## config.mk

```make
export PLATFORM = sky130hd
export DESIGN_NAME = tlc_arbiter
export DESIGN_NICKNAME = d
export VERILOG_FILES = /design/src/rtl/tlc_arbiter.sv
export SDC_FILE = /design/constraint.sdc
export NUM_CORES = 1
export LEC_CHECK = 0
export ABC_CLOCK_PERIOD_IN_PS = 3640
export CAP_MARGIN = 20
export CORE_MARGIN = 2
export CORE_UTILIZATION = 50
export DETAILED_ROUTE_END_ITERATION = 6
export PLACE_DENSITY_LB_ADDON = 0.12
export RECOVER_POWER = 100
export SETUP_SLACK_MARGIN = 0.5
export SYNTH_ARGS = -nofsm -noshare
export SYNTH_HDL_FRONTEND = slang
export SYNTH_SLANG_ARGS = --single-unit
export TNS_END_PERCENT = 5
```

## constraint.sdc

```tcl
create_clock -name clk -period 3.64 [get_ports clk]
set_clock_uncertainty 0.1 [all_clocks]
set_input_delay 0.364 -clock clk [delete_from_list [all_inputs] [get_ports clk]]
set_output_delay 0.364 -clock clk [all_outputs]
set_load 0.005 [all_outputs]
```

## src/rtl/tlc_arbiter.sv

```systemverilog
// Two-street traffic light arbiter with pedestrian phase; Moore FSM, round-robin service via all-red.
// Outputs are registered state decodes; async reset forces the all-red phase immediately.
module tlc_arbiter #(
   parameter int unsigned MIN_GREEN = 4,
   parameter int unsigned MAX_GREEN = 10,
   parameter int unsigned YELLOW    = 2,
   parameter int unsigned ALLRED    = 1,
   parameter int unsigned WALK      = 5
) (
   input  logic       clk,
   input  logic       reset,
   input  logic       Ta,
   input  logic       Tb,
   input  logic       ped_btn,
   output logic [1:0] La,
   output logic [1:0] Lb,
   output logic       walk,
   output logic [2:0] phase
);

   typedef enum logic [2:0] {
      RR = 3'd0,
      GA = 3'd1,
      YA = 3'd2,
      GB = 3'd3,
      YB = 3'd4,
      WK = 3'd5
   } state_t;

   typedef enum logic [1:0] {
      SRV_A = 2'd0,
      SRV_B = 2'd1,
      SRV_P = 2'd2
   } srv_t;

   localparam logic [1:0] L_GREEN  = 2'b00;
   localparam logic [1:0] L_YELLOW = 2'b01;
   localparam logic [1:0] L_RED    = 2'b10;

   state_t     r_state;
   state_t     w_next;
   logic [7:0] r_cnt;
   logic       r_ped_pend;
   srv_t       r_last;
   srv_t       w_grant;
   logic       w_any;
   logic       w_chg;
   logic [8:0] w_cnt1;

   // Cycles spent in the current state including this one; keeps thresholds free of N-1 underflow.
   assign w_cnt1 = {1'b0, r_cnt} + 9'd1;
   assign w_any  = Ta | Tb | r_ped_pend;
   assign w_chg  = (w_next != r_state);

   always_comb begin
      w_grant = SRV_A;
      case (r_last)
         SRV_A:   w_grant = Tb ? SRV_B : (r_ped_pend ? SRV_P : SRV_A);
         SRV_B:   w_grant = r_ped_pend ? SRV_P : (Ta ? SRV_A : SRV_B);
         default: w_grant = Ta ? SRV_A : (Tb ? SRV_B : SRV_P);
      endcase
   end

   always_comb begin
      w_next = r_state;
      case (r_state)
         RR: begin
            if (w_any && (w_cnt1 >= 9'(ALLRED))) begin
               case (w_grant)
                  SRV_A:   w_next = GA;
                  SRV_B:   w_next = GB;
                  default: w_next = WK;
               endcase
            end
         end
         GA: if ((w_cnt1 >= 9'(MIN_GREEN)) &&
                 (!Ta || ((Tb | r_ped_pend) && (w_cnt1 >= 9'(MAX_GREEN))))) w_next = YA;
         GB: if ((w_cnt1 >= 9'(MIN_GREEN)) &&
                 (!Tb || ((Ta | r_ped_pend) && (w_cnt1 >= 9'(MAX_GREEN))))) w_next = YB;
         YA: if (w_cnt1 == 9'(YELLOW)) w_next = RR;
         YB: if (w_cnt1 == 9'(YELLOW)) w_next = RR;
         WK: if (w_cnt1 == 9'(WALK)) w_next = RR;
         default: w_next = RR;
      endcase
   end

   always_ff @(posedge clk or negedge reset) begin
      if (!reset) begin
         r_state    <= RR;
         r_cnt      <= 8'd0;
         r_ped_pend <= 1'b0;
         r_last     <= SRV_P;
      end else begin
         r_state <= w_next;
         if (w_chg)               r_cnt <= 8'd0;
         else if (r_cnt != 8'hFF) r_cnt <= r_cnt + 8'd1;
         // A button press on the WK entry edge wins over the clear.
         r_ped_pend <= ped_btn | (r_ped_pend & ~(w_chg && (w_next == WK)));
         if (w_chg) begin
            case (w_next)
               GA:      r_last <= SRV_A;
               GB:      r_last <= SRV_B;
               WK:      r_last <= SRV_P;
               default: r_last <= r_last;
            endcase
         end
      end
   end

   always_comb begin
      La   = L_RED;
      Lb   = L_RED;
      walk = 1'b0;
      case (r_state)
         GA:      La = L_GREEN;
         YA:      La = L_YELLOW;
         GB:      Lb = L_GREEN;
         YB:      Lb = L_YELLOW;
         WK:      walk = 1'b1;
         default: ;
      endcase
   end

   assign phase = r_state;

endmodule
```

### After elaboration in Yosys (flattened, before gate mapping)

Cells that the tools add are included.

| word-level totals | value |
|---|---|
| flip-flop bits (word level) | 14 |
| output and inout bits | 8 |
| logic and storage cells | 67 |

| cells by class | value |
|---|---|
| add/subtract/negate cells | 2 |
| order comparisons | 3 |
| eq/ne operators | 14 |
| mux-type cells | 20 |
| bitwise logic cells | 7 |
| reduce and logical (&&, ||, !) cells | 17 |

Operators by type and width:

| operator | number |
|---|---|
| $mux 8 | 2 |
| $mux 3 | 5 |
| $pmux 3 s5 | 1 |
| $pmux 2 s2 | 3 |
| $mux 2 | 5 |
| $add 8x1->9 const B | 1 |
| $eq 3x2->1 const B | 3 |
| $eq 3x3->1 const B | 3 |
| $eq 9x2->1 const B | 1 |
| $eq 9x3->1 const B | 1 |
| $ge 9x1->1 const B | 1 |
| $ge 9x3->1 const B | 1 |
| $ge 9x4->1 const B | 1 |
| $add 8x1->8 const B | 1 |
| $ne 8x8->1 const B | 1 |
| $eq 3x1->1 const B | 2 |
| $logic_and 1x1->1 | 6 |
| $pmux 2 s3 | 1 |
| $pmux 3 s2 | 1 |
| $or 1x1->1 | 5 |
| $eq 2x1->1 const B | 2 |
| $logic_not 2->1 | 2 |
| $logic_not 3->1 | 1 |
| $ne 3x3->1 | 1 |
| 9 further kinds | 12 |

### Logic depth before layout (Yosys ltp)

| logic depth | value |
|---|---|
| depth after elaboration | 12 |
| mapped depth | 10 |
| mapped depth without buffers | 9 |

### Worst setup path after synthesis

OpenSTA, ideal clock, no wires.

| timing | value |
|---|---|
| path type | reg-to-reg |
| from | register r_cnt[0] |
| to | register r_cnt[2] |
| data arrival time | 2.495 ns |
| data required time | 3.453 ns |
| setup slack | 0.958 ns |
| cell stages (with the launch flop) | 11 |
| buffers on the path | 1 |
| path through | dfrtp_1 -> clkbuf_8 -> inv_1 -> ha_1 -> or2_1 -> a211oi_2 -> nor3_1 -> o2111a_1 -> o31a_1 -> a311o_2 -> a211oi_2 |

| on the way | value |
|---|---|
| word-level cells in the longest chain between the ends | 9 |
| elaborated cells on any way between the ends | 25 |
| those cells by class | 2 x add/sub; 3 x order compare; 4 x eq/ne; 8 x mux; 8 x reduce/logical |

Ends and longest elaborated chain:

| item | line | RTL |
|---|---|---|
| from (decl) | 42 | `logic [7:0] r_cnt;` |
| from (signal assigned) | 96 | `else if (r_cnt != 8'hFF) r_cnt <= r_cnt + 8'd1;` |
| $add 8x1->9 | 51 | `assign w_cnt1 = {1'b0, r_cnt} + 9'd1;` |
| $ge 9x4->1 | 77, 79 |  |
| $logic_and 1x1->1, on equally long branches | 79, 77 |  |
| $logic_or 1x1->1, on equally long branches | 79, 77 |  |
| $logic_and 1x1->1, on equally long branches | 78, 76 |  |
| $mux 3, on equally long branches | 78, 76 |  |
| $pmux 3 s5 | 66 | `case (r_state)` |
| $ne 3x3->1 | 53 | `assign w_chg = (w_next != r_state);` |
| $mux 8 or $reduce_bool 2->1 (tied branches) | n/a |  |

Several ways; a longest one is shown, not always the timed one. The select of a mux whose other input is x is not followed.
A chain may end at the register's enable or synchronous reset.

### Worst setup path after layout

Same ends and word-level chain as after synthesis.

==> flow_summary.json <==
{
  "status": "finished clean",
  "yosysTopAreaCell": "dfrtp_1",
  "drc": 0,
  "nets": 159,
  "insertion_delay_ns": 0.28,
  "cp_max_fo": 13,
  "p_int_uw": 221,
  "rsz0062_at_grt": "no",
  "grt_start_max_net_pins": 15,
  "ys.flop_type": "dfrtp_1",
  "layout_min_cycle_time_ns": 3.04,
  "max_slew.worst_pin.slew_ns": 0.626,
  "ios": 13,
  "final_common_cell": "nor2_1",
  "htreeDepth": 1,
  "final-max-slew-violation-count": 0,
  "cts_tree": "built",
  "die_x_um": 54.1,
  "synthArstFlopShare_pct": 100,
  "grt.overflow.total": 0,
  "post_drt_via_cell_ratio": 6.25,
  "vias": 1125,
  "clk_pin_slew_ns": 0.09,
  "crit_path_start_kind": "register",
  "crit_type": "register to register",
  "required_ns": 3.73,
  "syn_nets": 152,
  "powerDensity_nw_per_um2": 210,
  "gp_routability_congestion": 0.875,
  "yosysWarnings": 0,
  "diodes": 0,
  "setup_viol": 0,
  "track_usage_pct": 21.5,
  "synth_cells": 144,
  "synth_edf_count": 0,
  "ys_types": 59,
  "antenna_left": 0,
  "comb_power_share_pct": 4.3,
  "portBuffers": 12,
  "switching_share_pct": 21.1,
  "drtIter0Drc": 50,
  "p_leak_uw": 0.000525,
  "end_kind": "register",
  "drt-pass1-iter-count": 4,
  "p_switching_uw": 59.1,
  "synth-seq-cells": 14,
  "antenna_found_initial": 0,
  "min_path_type": "primary input to asynchronous set/reset pin",
  "tns_ns": 0,
  "fin_ws_ns": 0.596,
  "dieHeight_um": 54.1,
  "syn_avg_cell_area_sq_um": 8.71,
  "syn_to_final_growth_pct": 6.39,
  "period_share_pct": 83.6,
  "grt_pass1_vias": 975,
  "wl_per_cell_um": 15.8,
  "maxCapViolations": 0,
  "hold_ws_ns": 0.431,
  "irDropWorstVdd_mv": 0.205,
  "initial_core_util_pct": 51.5,
  "clockBufferDepth": 2,
  "numClockSinks": 14,
  "grt_first_pass_wirelength_mm": 4.51,
  "dp_hpwl_mm": 2.12,
  "final_cell_mix": "nor2_1, dfrtp_1, nand2_1",
  "fmax_ghz": 0.328,
  "num_rows": 18,
  "ys_seq_area_share_pct": 28.0,
  "post_cts_buffers": 0,
  "drt_wl_total_mm": 2.85,
  "dp_worst_setup_slack_ns": 0.723,
  "hold_violations": 0,
  "synth.cell_area_sq_um": 1250,
  "postCtsHoldBufs": 0,
  "core_area_sq_um": 2430,
  "power_frac_seq_pct": 55.4,
  "cts.repair.resized": 0,
  "cts-root-buf": "clkbuf_4",
  "drive_above_1_share_pct": 12.0,
  "numCtsBuffers": 3,
  "p_clk_share_pct": 40.3,
  "synth_top_area_share_pct": 25.9,
  "die_area_sq_um": 2920,
  "max_slew_margin_pct": 58.1,
  "worstPathArrival_ns": 3.14,
  "yosys-top-cells-area": "dfrtp_1, nor2_1, clkbuf_8"
}
==> final cells by class <==
class	instances	area, sq um
fill	227	1100
multi-input combinational	113	762
sequential	14	352
timing repair buffer	12	120
tap	30	37.5
clock buffer	4	36.3
inverter	7	26.3
==> final timing paths <==
path	start	endpoint	cells after the start	slack [ns]
min in group clk	r_last[0]	r_last[0]	1	0.44
max in group asynchronous	reset	phase[1]	1	2.61
worst min-delay path	reset	r_cnt[6]	1	0.43
worst max register to register	r_cnt[0]	r_cnt[2]	8	0.60
worst min register to register	r_last[0]	r_last[0]	1	0.44
worst max-delay path	r_cnt[0]	r_cnt[2]	8	0.60
==> cells in the mapped netlist (3+ instances only) <==
cell / instances
nor2_1: 17
inv_1: 7
nor3_1: 4
o21a_1: 3
nor3b_1: 3
ha_1: 3
nand2b_1: 4
o21ai_0: 8
clkbuf_8: 4
nand4_1: 3
dfrtp_1: 13
nand2_1: 10
a21oi_1: 7
and3_1: 3
==> cell families (layout without fill, tap and decap cells) <==
kind of cell,Yosys count,count (layout),synth area share [%]
multiplexers,2,2,1.70
AND/OR/NAND/NOR,60,60,27.0
adder cells (fa/ha/maj),3,3,2.99
XOR/XNOR,3,3,2.10
AO/OA/AOI/OAI,45,45,28.0
flip-flops,14,14,28.0
buffers and inverters,17,23,10.1
==> flip-flops by register name, summed over array words and instances (netlist names) <==
name and cells:
r_cnt 8, r_last 2, r_ped_pend 1, phase 3
==> power by group through the flow <==
stage          registers (uW)  clock network (uW)  logic, uW
6_report                  155                 113       11.9
5_1_grt                   155                 124       13.7
4_1_cts                   155                 116       12.4
3_5_place_dp              158                   0       12.3
3_3_place_gp              158                   0       12.1
2_1_floorplan             159                   0       4.81
==> metal layers <==
| layer | part of all wire, % | global-route usage (%) | wire length [um] | vias up |
|---|---|---|---|---|
| met2 | 46 | 32.9 | 1310 | 33 |
| met4 | 1.5 | 7.92 | 44 | 0 |
| met3 | 6.3 | 3.06 | 181 | 5 |
| met5 | 0 | 0 | 0 | - |
| li1 | - | - | - | 551 |
| met1 | 46 | 30.7 | 1310 | 536 |
==> worst max-delay path, cell delays in order (launching register included) <==
cell,delay (ns)
dfrtp_1,0.58
ha_1,0.42
and2_0,0.25
o21ai_0,0.25
a22oi_2,0.23
a31oi_1,0.14
o31a_1,0.26
a311o_1,0.44
a211oi_1,0.27
==> per-stage QoR <==
step	instances	total power (uW)	area (sq um)	util [%]
floorplan	144	163	1250	-
global placement	176	171	1310	53.9
detailed placement	176	171	1310	53.9
CTS	180	284	1350	55.4
global route	180	293	1330	54.8
finish	180	280	1330	54.8
Power figures use the tool's default switching activity.
